==> config.mk <==
export PLATFORM = sky130hd
export DESIGN_NAME = bus_ctrl
export DESIGN_NICKNAME = d
export VERILOG_FILES = /design/src/rtl/bus_ctrl_pkg.sv /design/src/rtl/bus_ctrl_irq_ctrl.sv /design/src/rtl/bus_ctrl.sv
export SDC_FILE = /design/constraint.sdc
export NUM_CORES = 1
export LEC_CHECK = 0
export CAP_MARGIN = 20
export CELL_PAD_IN_SITES_DETAIL_PLACEMENT = 2
export CELL_PAD_IN_SITES_GLOBAL_PLACEMENT = 2
export CORE_MARGIN = 2
export CORE_UTILIZATION = 35
export CTS_CLUSTER_DIAMETER = 100
export DETAILED_ROUTE_END_ITERATION = 16
export PLACE_DENSITY = 0.92
export SLEW_MARGIN = 20
export SYNTH_ARGS = -nofsm -noshare
export SYNTH_HDL_FRONTEND = slang
export SYNTH_SLANG_ARGS = --single-unit
==> constraint.sdc <==
create_clock -name clk -period 5.5 [get_ports clk]
set_input_delay 1.65 -clock clk [delete_from_list [all_inputs] [get_ports clk]]
set_output_delay 1.65 -clock clk [all_outputs]
set_load 0.05 [all_outputs]
==> src/rtl/bus_ctrl_pkg.sv <==
// Shared i8080 bus definitions: status bit positions, cycle states and the RST opcode template.
package bus_ctrl_pkg;

  localparam int unsigned ST_INTA  = 0;
  localparam int unsigned ST_WO_N  = 1;
  localparam int unsigned ST_STACK = 2;
  localparam int unsigned ST_HLTA  = 3;
  localparam int unsigned ST_OUT   = 4;
  localparam int unsigned ST_M1    = 5;
  localparam int unsigned ST_INP   = 6;
  localparam int unsigned ST_MEMR  = 7;

  localparam logic [1:0] S_IDLE = 2'd0;
  localparam logic [1:0] S_WAIT = 2'd1;
  localparam logic [1:0] S_DATA = 2'd2;

  localparam logic [1:0] RST_PREFIX   = 2'b11;
  localparam logic [2:0] RST_SUFFIX   = 3'b111;
  localparam logic [2:0] SPURIOUS_IDX = 3'd7;

  // RST n instruction byte jammed onto the bus during interrupt acknowledge.
  function automatic logic [7:0] rst_opcode(input logic [2:0] idx);
    return {RST_PREFIX, idx, RST_SUFFIX};
  endfunction

endpackage

==> src/rtl/bus_ctrl_irq_ctrl.sv <==
// Interrupt front end: request synchronisers, rising-edge pending latch and
// lowest-index priority encoder feeding the acknowledge vector.
module irq_ctrl
  import bus_ctrl_pkg::*;
#(
  parameter int unsigned N_IRQ = 8
) (
  input  logic             clk,
  input  logic             rst,
  input  logic [N_IRQ-1:0] irq,
  input  logic             inte,
  input  logic             ack_take,
  input  logic             ack_done,
  output logic [2:0]       ack_idx,
  output logic             iint
);

  logic [N_IRQ-1:0] meta_q, sync_q, prev_q;
  logic [N_IRQ-1:0] pending_q, pending_d;
  logic [N_IRQ-1:0] rise, clr_mask, avail;
  logic [2:0]       ack_idx_q, ack_idx_d, low_idx;
  logic             ack_valid_q, ack_valid_d;
  logic             any_avail;
  logic             iint_q;

  assign rise = sync_q & ~prev_q;

  // A spurious acknowledge leaves ack_valid low, so nothing is cleared.
  always_comb begin
    clr_mask = '0;
    for (int i = 0; i < N_IRQ; i++) begin
      clr_mask[i] = ack_done & ack_valid_q & (ack_idx_q == 3'(i));
    end
  end

  assign avail     = pending_q & ~clr_mask;
  // A fresh edge in the clearing clock wins over the clear.
  assign pending_d = avail | rise;

  always_comb begin
    low_idx   = SPURIOUS_IDX;
    any_avail = 1'b0;
    for (int i = N_IRQ - 1; i >= 0; i--) begin
      if (avail[i]) begin
        low_idx   = 3'(i);
        any_avail = 1'b1;
      end
    end
  end

  always_comb begin
    ack_idx_d   = ack_idx_q;
    ack_valid_d = ack_valid_q;
    if (ack_take) begin
      ack_idx_d   = low_idx;
      ack_valid_d = any_avail;
    end else if (ack_done) begin
      ack_valid_d = 1'b0;
    end
  end

  always_ff @(posedge clk or posedge rst) begin
    if (rst) begin
      meta_q      <= '0;
      sync_q      <= '0;
      prev_q      <= '0;
      pending_q   <= '0;
      ack_idx_q   <= '0;
      ack_valid_q <= 1'b0;
      iint_q      <= 1'b0;
    end else begin
      meta_q      <= irq;
      sync_q      <= meta_q;
      prev_q      <= sync_q;
      pending_q   <= pending_d;
      ack_idx_q   <= ack_idx_d;
      ack_valid_q <= ack_valid_d;
      iint_q      <= inte & (|pending_q);
    end
  end

  assign ack_idx = ack_idx_q;
  assign iint    = iint_q;

endmodule

==> src/rtl/bus_ctrl.sv <==
// i8080 system controller: latches the status byte on sync, inserts wait
// states, decodes bus strobes and serves RST opcodes on interrupt acknowledge.
module bus_ctrl
  import bus_ctrl_pkg::*;
#(
  parameter int unsigned XLEN     = 8,
  parameter int unsigned N_IRQ    = 8,
  parameter int unsigned MEM_WAIT = 0,
  parameter int unsigned IO_WAIT  = 1
) (
  input  logic             clk,
  input  logic             rst,
  input  logic             sync,
  input  logic             dbin,
  input  logic             write_n,
  input  logic [XLEN-1:0]  data_in,
  input  logic             inte,
  input  logic [N_IRQ-1:0] irq,
  output logic [XLEN-1:0]  status,
  output logic             ready,
  output logic             iint,
  output logic             mem_rd,
  output logic             mem_wr,
  output logic             io_rd,
  output logic             io_wr,
  output logic             inta_rd,
  output logic [XLEN-1:0]  data_out,
  output logic             data_oe
);

  localparam logic [7:0] MEM_LOAD = 8'(MEM_WAIT);
  localparam logic [7:0] IO_LOAD  = 8'(IO_WAIT);

  logic [1:0]      state_q, state_d;
  logic [XLEN-1:0] status_q, status_d;
  logic [7:0]      cnt_q, cnt_d, load;
  logic            in_data, s_inta, s_inp, s_out, s_hlta, io;
  logic            ack_take, ack_done;
  logic [2:0]      ack_idx;

  // Wait-state count is chosen from the incoming status byte.
  always_comb begin
    if (data_in[ST_HLTA]) begin
      load = 8'd0;
    end else if (data_in[ST_INP] | data_in[ST_OUT] | data_in[ST_INTA]) begin
      load = IO_LOAD;
    end else begin
      load = MEM_LOAD;
    end
  end

  always_comb begin
    state_d  = state_q;
    status_d = status_q;
    cnt_d    = cnt_q;
    if (sync) begin
      status_d = data_in;
      cnt_d    = load;
      state_d  = (load != 8'd0) ? S_WAIT : S_DATA;
    end else if (state_q == S_WAIT) begin
      cnt_d = cnt_q - 8'd1;
      if (cnt_q == 8'd1) begin
        state_d = S_DATA;
      end
    end
  end

  always_ff @(posedge clk or posedge rst) begin
    if (rst) begin
      state_q  <= S_IDLE;
      status_q <= '0;
      cnt_q    <= '0;
    end else begin
      state_q  <= state_d;
      status_q <= status_d;
      cnt_q    <= cnt_d;
    end
  end

  assign in_data = (state_q == S_DATA);
  assign s_inta  = status_q[ST_INTA];
  assign s_inp   = status_q[ST_INP];
  assign s_out   = status_q[ST_OUT];
  assign s_hlta  = status_q[ST_HLTA];
  assign io      = s_inp | s_out;

  always_comb begin
    mem_rd  = 1'b0;
    mem_wr  = 1'b0;
    io_rd   = 1'b0;
    io_wr   = 1'b0;
    inta_rd = 1'b0;
    if (in_data && !s_hlta) begin
      mem_rd  = dbin & ~io & ~s_inta;
      mem_wr  = ~write_n & ~io & ~s_inta;
      io_rd   = dbin & s_inp;
      io_wr   = ~write_n & s_out;
      inta_rd = dbin & s_inta;
    end
  end

  always_comb begin
    data_out = '0;
    data_oe  = 1'b0;
    if (in_data && s_inta) begin
      data_out = XLEN'(rst_opcode(ack_idx));
      data_oe  = dbin;
    end
  end

  // The sync following an INTA cycle retires the acknowledged request.
  assign ack_take = sync & data_in[ST_INTA];
  assign ack_done = sync & s_inta & (state_q != S_IDLE);

  irq_ctrl #(
    .N_IRQ(N_IRQ)
  ) u_irq_ctrl (
    .clk      (clk),
    .rst      (rst),
    .irq      (irq),
    .inte     (inte),
    .ack_take (ack_take),
    .ack_done (ack_done),
    .ack_idx  (ack_idx),
    .iint     (iint)
  );

  assign status = status_q;
  assign ready  = (state_q != S_WAIT);

endmodule

==> results.yml, run 1 <==
sta:
  slew_headroom_pct: 42.25
  tns_ps: 0
  worstMarginPinSlew_ps: 863.6
  max_freq_mhz: 200.5
  fin_crit_ps: 4987
  finalSetupViolations: 0
  fin_crit_sh_pct: 90.67
  grt_setup_unrepaired: "no"
  hold_viol_final: 0
  fin_skew_ps: 8.813
  finalMaxSlewViolations: 0
route:
  wirelength_mm: 5.484
  top_layer: "met4"
  wire_per_inst_um: 16.22
  wl_met2_mm: 2.780
  ant_nets: 0
  drtIter0Drc: 62
  drc: 0
  wl_met1_mm: 2.466
  via_count: 1752
  first_pass_iters: 4
  met3WireLength_um: 179
  vias_per_cell: 5.183
yosys:
  netlist.area_leader.share_pct: 57.86
  synth_area_leader_cell: "dfrtp_1"
  ys_warn_count: 0
  synth_area_leaders: "dfrtp_1, mux2_2, inv_1, nand2_1, o21ai_0"
  ys_seq_area_share_pct: 57.86
  synth_fp_nets: 239
  synthArstFlopShare_pct: 100.0
  ys_ff_latch: 55
  yosys-top-cells-count: "dfrtp_1, inv_1, nand2_1"
  yosysMostFrequentCell: "dfrtp_1"
  ys.flop_type: "dfrtp_1"
  syn_area_per_cell_um2: 11.06
  synth_edf_count: 0
  syn-cell-area_um2: 2379
  synthDistinctLibCells: 47
  synth_cells: 215
clocking:
  cts_max_path_buffers: 2
  insertion_delay_ps: 320
  path_clk_slew_ps: 100
  htree_levels: 2
  numCtsBuffers: 5
  hold_buffers: 0
  post_cts_buffers: 0
  cts_root_buf: "clkbuf_8"
  cts_sinks: 55
  cts_tree: "done"
  post_cts_resized: 0
critical_path:
  reg2reg_depth: 5
  cp_max_fo: 2
  setup.worst_path.class: "in -> out"
  crit_chain: "clkdlybuf4s50_1, inv_1, nor4_2, nor2b_1, clkdlybuf4s50_1"
  cp_slowest_cell: "clkdlybuf4s50_1"
  endpoint_kind: "primary output"
  max_stage_delay_ps: 810
  crit_top_cell: "clkdlybuf4s50_1"
  critPathLaunchType: "input pin"
  required_ps: 3850
  arrival_ps: 3340
power:
  p_switching_mw: 0.2885
  switching_share_pct: 32.59
  comb_power_share_pct: 18.9
  p_leak_nw: 1.236
  p_per_area_nw_per_um2: 297.2
  pwr-share-clk_pct: 27.1
  p_int_mw: 0.5968
  ir_drop_mv: 0.1326
  power_frac_seq_pct: 53.9
floorplan:
  start_util_pct: 35.60
  dieArea_um2: 7471
  rows: 30
  fp.dieW_um: 86.44
  dieHeight_um: 86.44
  pin_count: 46
  design.core.area_um2: 6681
global_routing:
  grt_pass1_wl_mm: 9.349
  grt_pass1_vias: 1889
  grt_max_degree: 30
  antenna_found_initial: 0
  grtUsageTotal_pct: 15.84
  grt_overflow: 0
layout:
  nFillCells: 700
  final_area_um2: 2979
  fin_nets: 281
  drive_gt1_share_pct: 10.85
  diodes: 0
  syn2layout_area_growth_pct: 25.25
place:
  hpwl_mm: 3.982
  post_dp_cell_area_um2: 2884
  port_buffers: 45
  place_congestion: 0.8747
job:
  cap_viol_max_count: 0
outcome:
  outcome: "complete, no violations"
min_path:
  min_path_cells: 0
  hold_class: "reg -> reg"
-- power by group through the flow --
stage	registers, mW	logic, mW	clock network [mW]
2_1_floorplan	0.482	0.110	0
6_report	0.478	0.168	0.240
3_5_place_dp	0.486	0.170	0
4_1_cts	0.479	0.171	0.254
5_1_grt	0.484	0.183	0.268
3_3_place_gp	0.482	0.163	0
-- worst max-delay path: cells and delay by family --
kind / cells / cell delay [ps]
buffers and inverters: 3 / 1370
and+or+nand+nor: 2 / 320
-- per-stage QoR --
stage / util, % / std cells / hold WS [ps] / setup slack, ps / power [mW]
finish: 44.59 / 338 / 358.3 / 513.2 / 0.8853
global placement: 43.16 / 330 / 331.2 / 556.1 / 0.6453
global route: 44.59 / 338 / 378.2 / 392.5 / 0.9352
floorplan: - / 215 / 331.2 / 459.2 / 0.5925
detailed placement: 43.16 / 330 / 337.2 / 507.7 / 0.6562
CTS: 44.59 / 338 / 363.1 / 502.0 / 0.9033
-- cells in the final DEF (no fill, tap or decap), drive strengths merged, types with 2 or more instances in the layout --
| cell | netlist | layout |
|---|---|---|
| nor3b | 4 | 4 |
| o31ai | 4 | 4 |
| dfrtp | 55 | 55 |
| a2111oi | 2 | 2 |
| nand2 | 20 | 20 |
| nor2b | 4 | 4 |
| clkbuf | 4 | 5 |
| or3 | 2 | 2 |
| clkdlybuf4s50 | 0 | 45 |
| nor4 | 6 | 6 |
| a2bb2oi | 3 | 3 |
| xnor2 | 4 | 4 |
| and2 | 4 | 4 |
| nor3 | 8 | 8 |
| nand4 | 2 | 2 |
| inv | 20 | 23 |
| o21ai | 11 | 11 |
| a21oi | 5 | 5 |
| a21boi | 2 | 2 |
| mux2 | 7 | 7 |
| or2 | 2 | 2 |
| mux2i | 3 | 3 |
| o211ai | 2 | 2 |
| nand3 | 3 | 3 |
| ha | 2 | 2 |
| nor2 | 11 | 11 |
| o31a | 2 | 2 |
-- area by class of cell --
class                   instances  area [um2]  share of cell area [%]
flip-flops and latches         55        1376                   46.20
clock buffers                   5       68.82                   2.310
multi-input cells             129       874.6                   29.36
well taps                      80       100.1                   3.360
clock inverters                 3       26.28                  0.8820
inverters                      20       75.07                   2.520
repair buffers                 46       457.9                   15.37
-- per-layer routing --
metal / track usage [%] / vias to the layer above
met5: 0 / -
li1: - / 822
met4: 4.688 / 0
met2: 26.71 / 34
met3: 3.048 / 5
met1: 20.78 / 891
-- path summary, 6_finish.rpt --
check | from | slack [ps] | endpoint
worst max-delay path | dbin | 510 | inta_rd
worst min-delay path | u_irq_ctrl.meta_q[2] | 360 | u_irq_ctrl.sync_q[2]
worst max register to register | u_irq_ctrl.ack_idx[1] | 3660 | u_irq_ctrl.ack_idx[0]
worst min register to register | u_irq_ctrl.meta_q[2] | 360 | u_irq_ctrl.sync_q[2]
max in group asynchronous | rst | 3010 | u_irq_ctrl.meta_q[7]
min in group asynchronous | rst | 1720 | u_irq_ctrl.ack_valid_q
-- cell families (layout without fill, tap and decap cells) --
group | count (synthesis) | count (layout) | share of synthesized area (%)
simple gates | 71 | 71 | 16.25
flops | 55 | 55 | 57.86
compound gates | 41 | 41 | 12.78
buf+inv | 31 | 74 | 5.628
mux | 10 | 10 | 4.577
xor+xnor | 5 | 5 | 1.841
fa+ha+maj | 2 | 2 | 1.052
-- sequential cells by signal, summed over array words and instances, names as in the netlist --
signal / count
u_irq_ctrl.iint: 1
u_irq_ctrl.pending_q: 8
u_irq_ctrl.sync_q: 8
u_irq_ctrl.ack_valid_q: 1
u_irq_ctrl.meta_q: 8
state_q: 2
cnt_q: 8
status: 8
u_irq_ctrl.ack_idx: 3
u_irq_ctrl.prev_q: 8
Note: power is estimated with default switching activity, not from simulation.
==> run 2, diff against run 1 <==
Settings changed: SLEW_MARGIN 20 to 15.
==> results of run 2 <==
No change in the layout: final DEF, timing and power equal those of run 1.
==> run 3, diff against run 2 <==
Settings changed: SLEW_MARGIN 15 to not set.
==> results of run 3 <==
No change in the layout: final DEF, timing and power equal those of run 1.
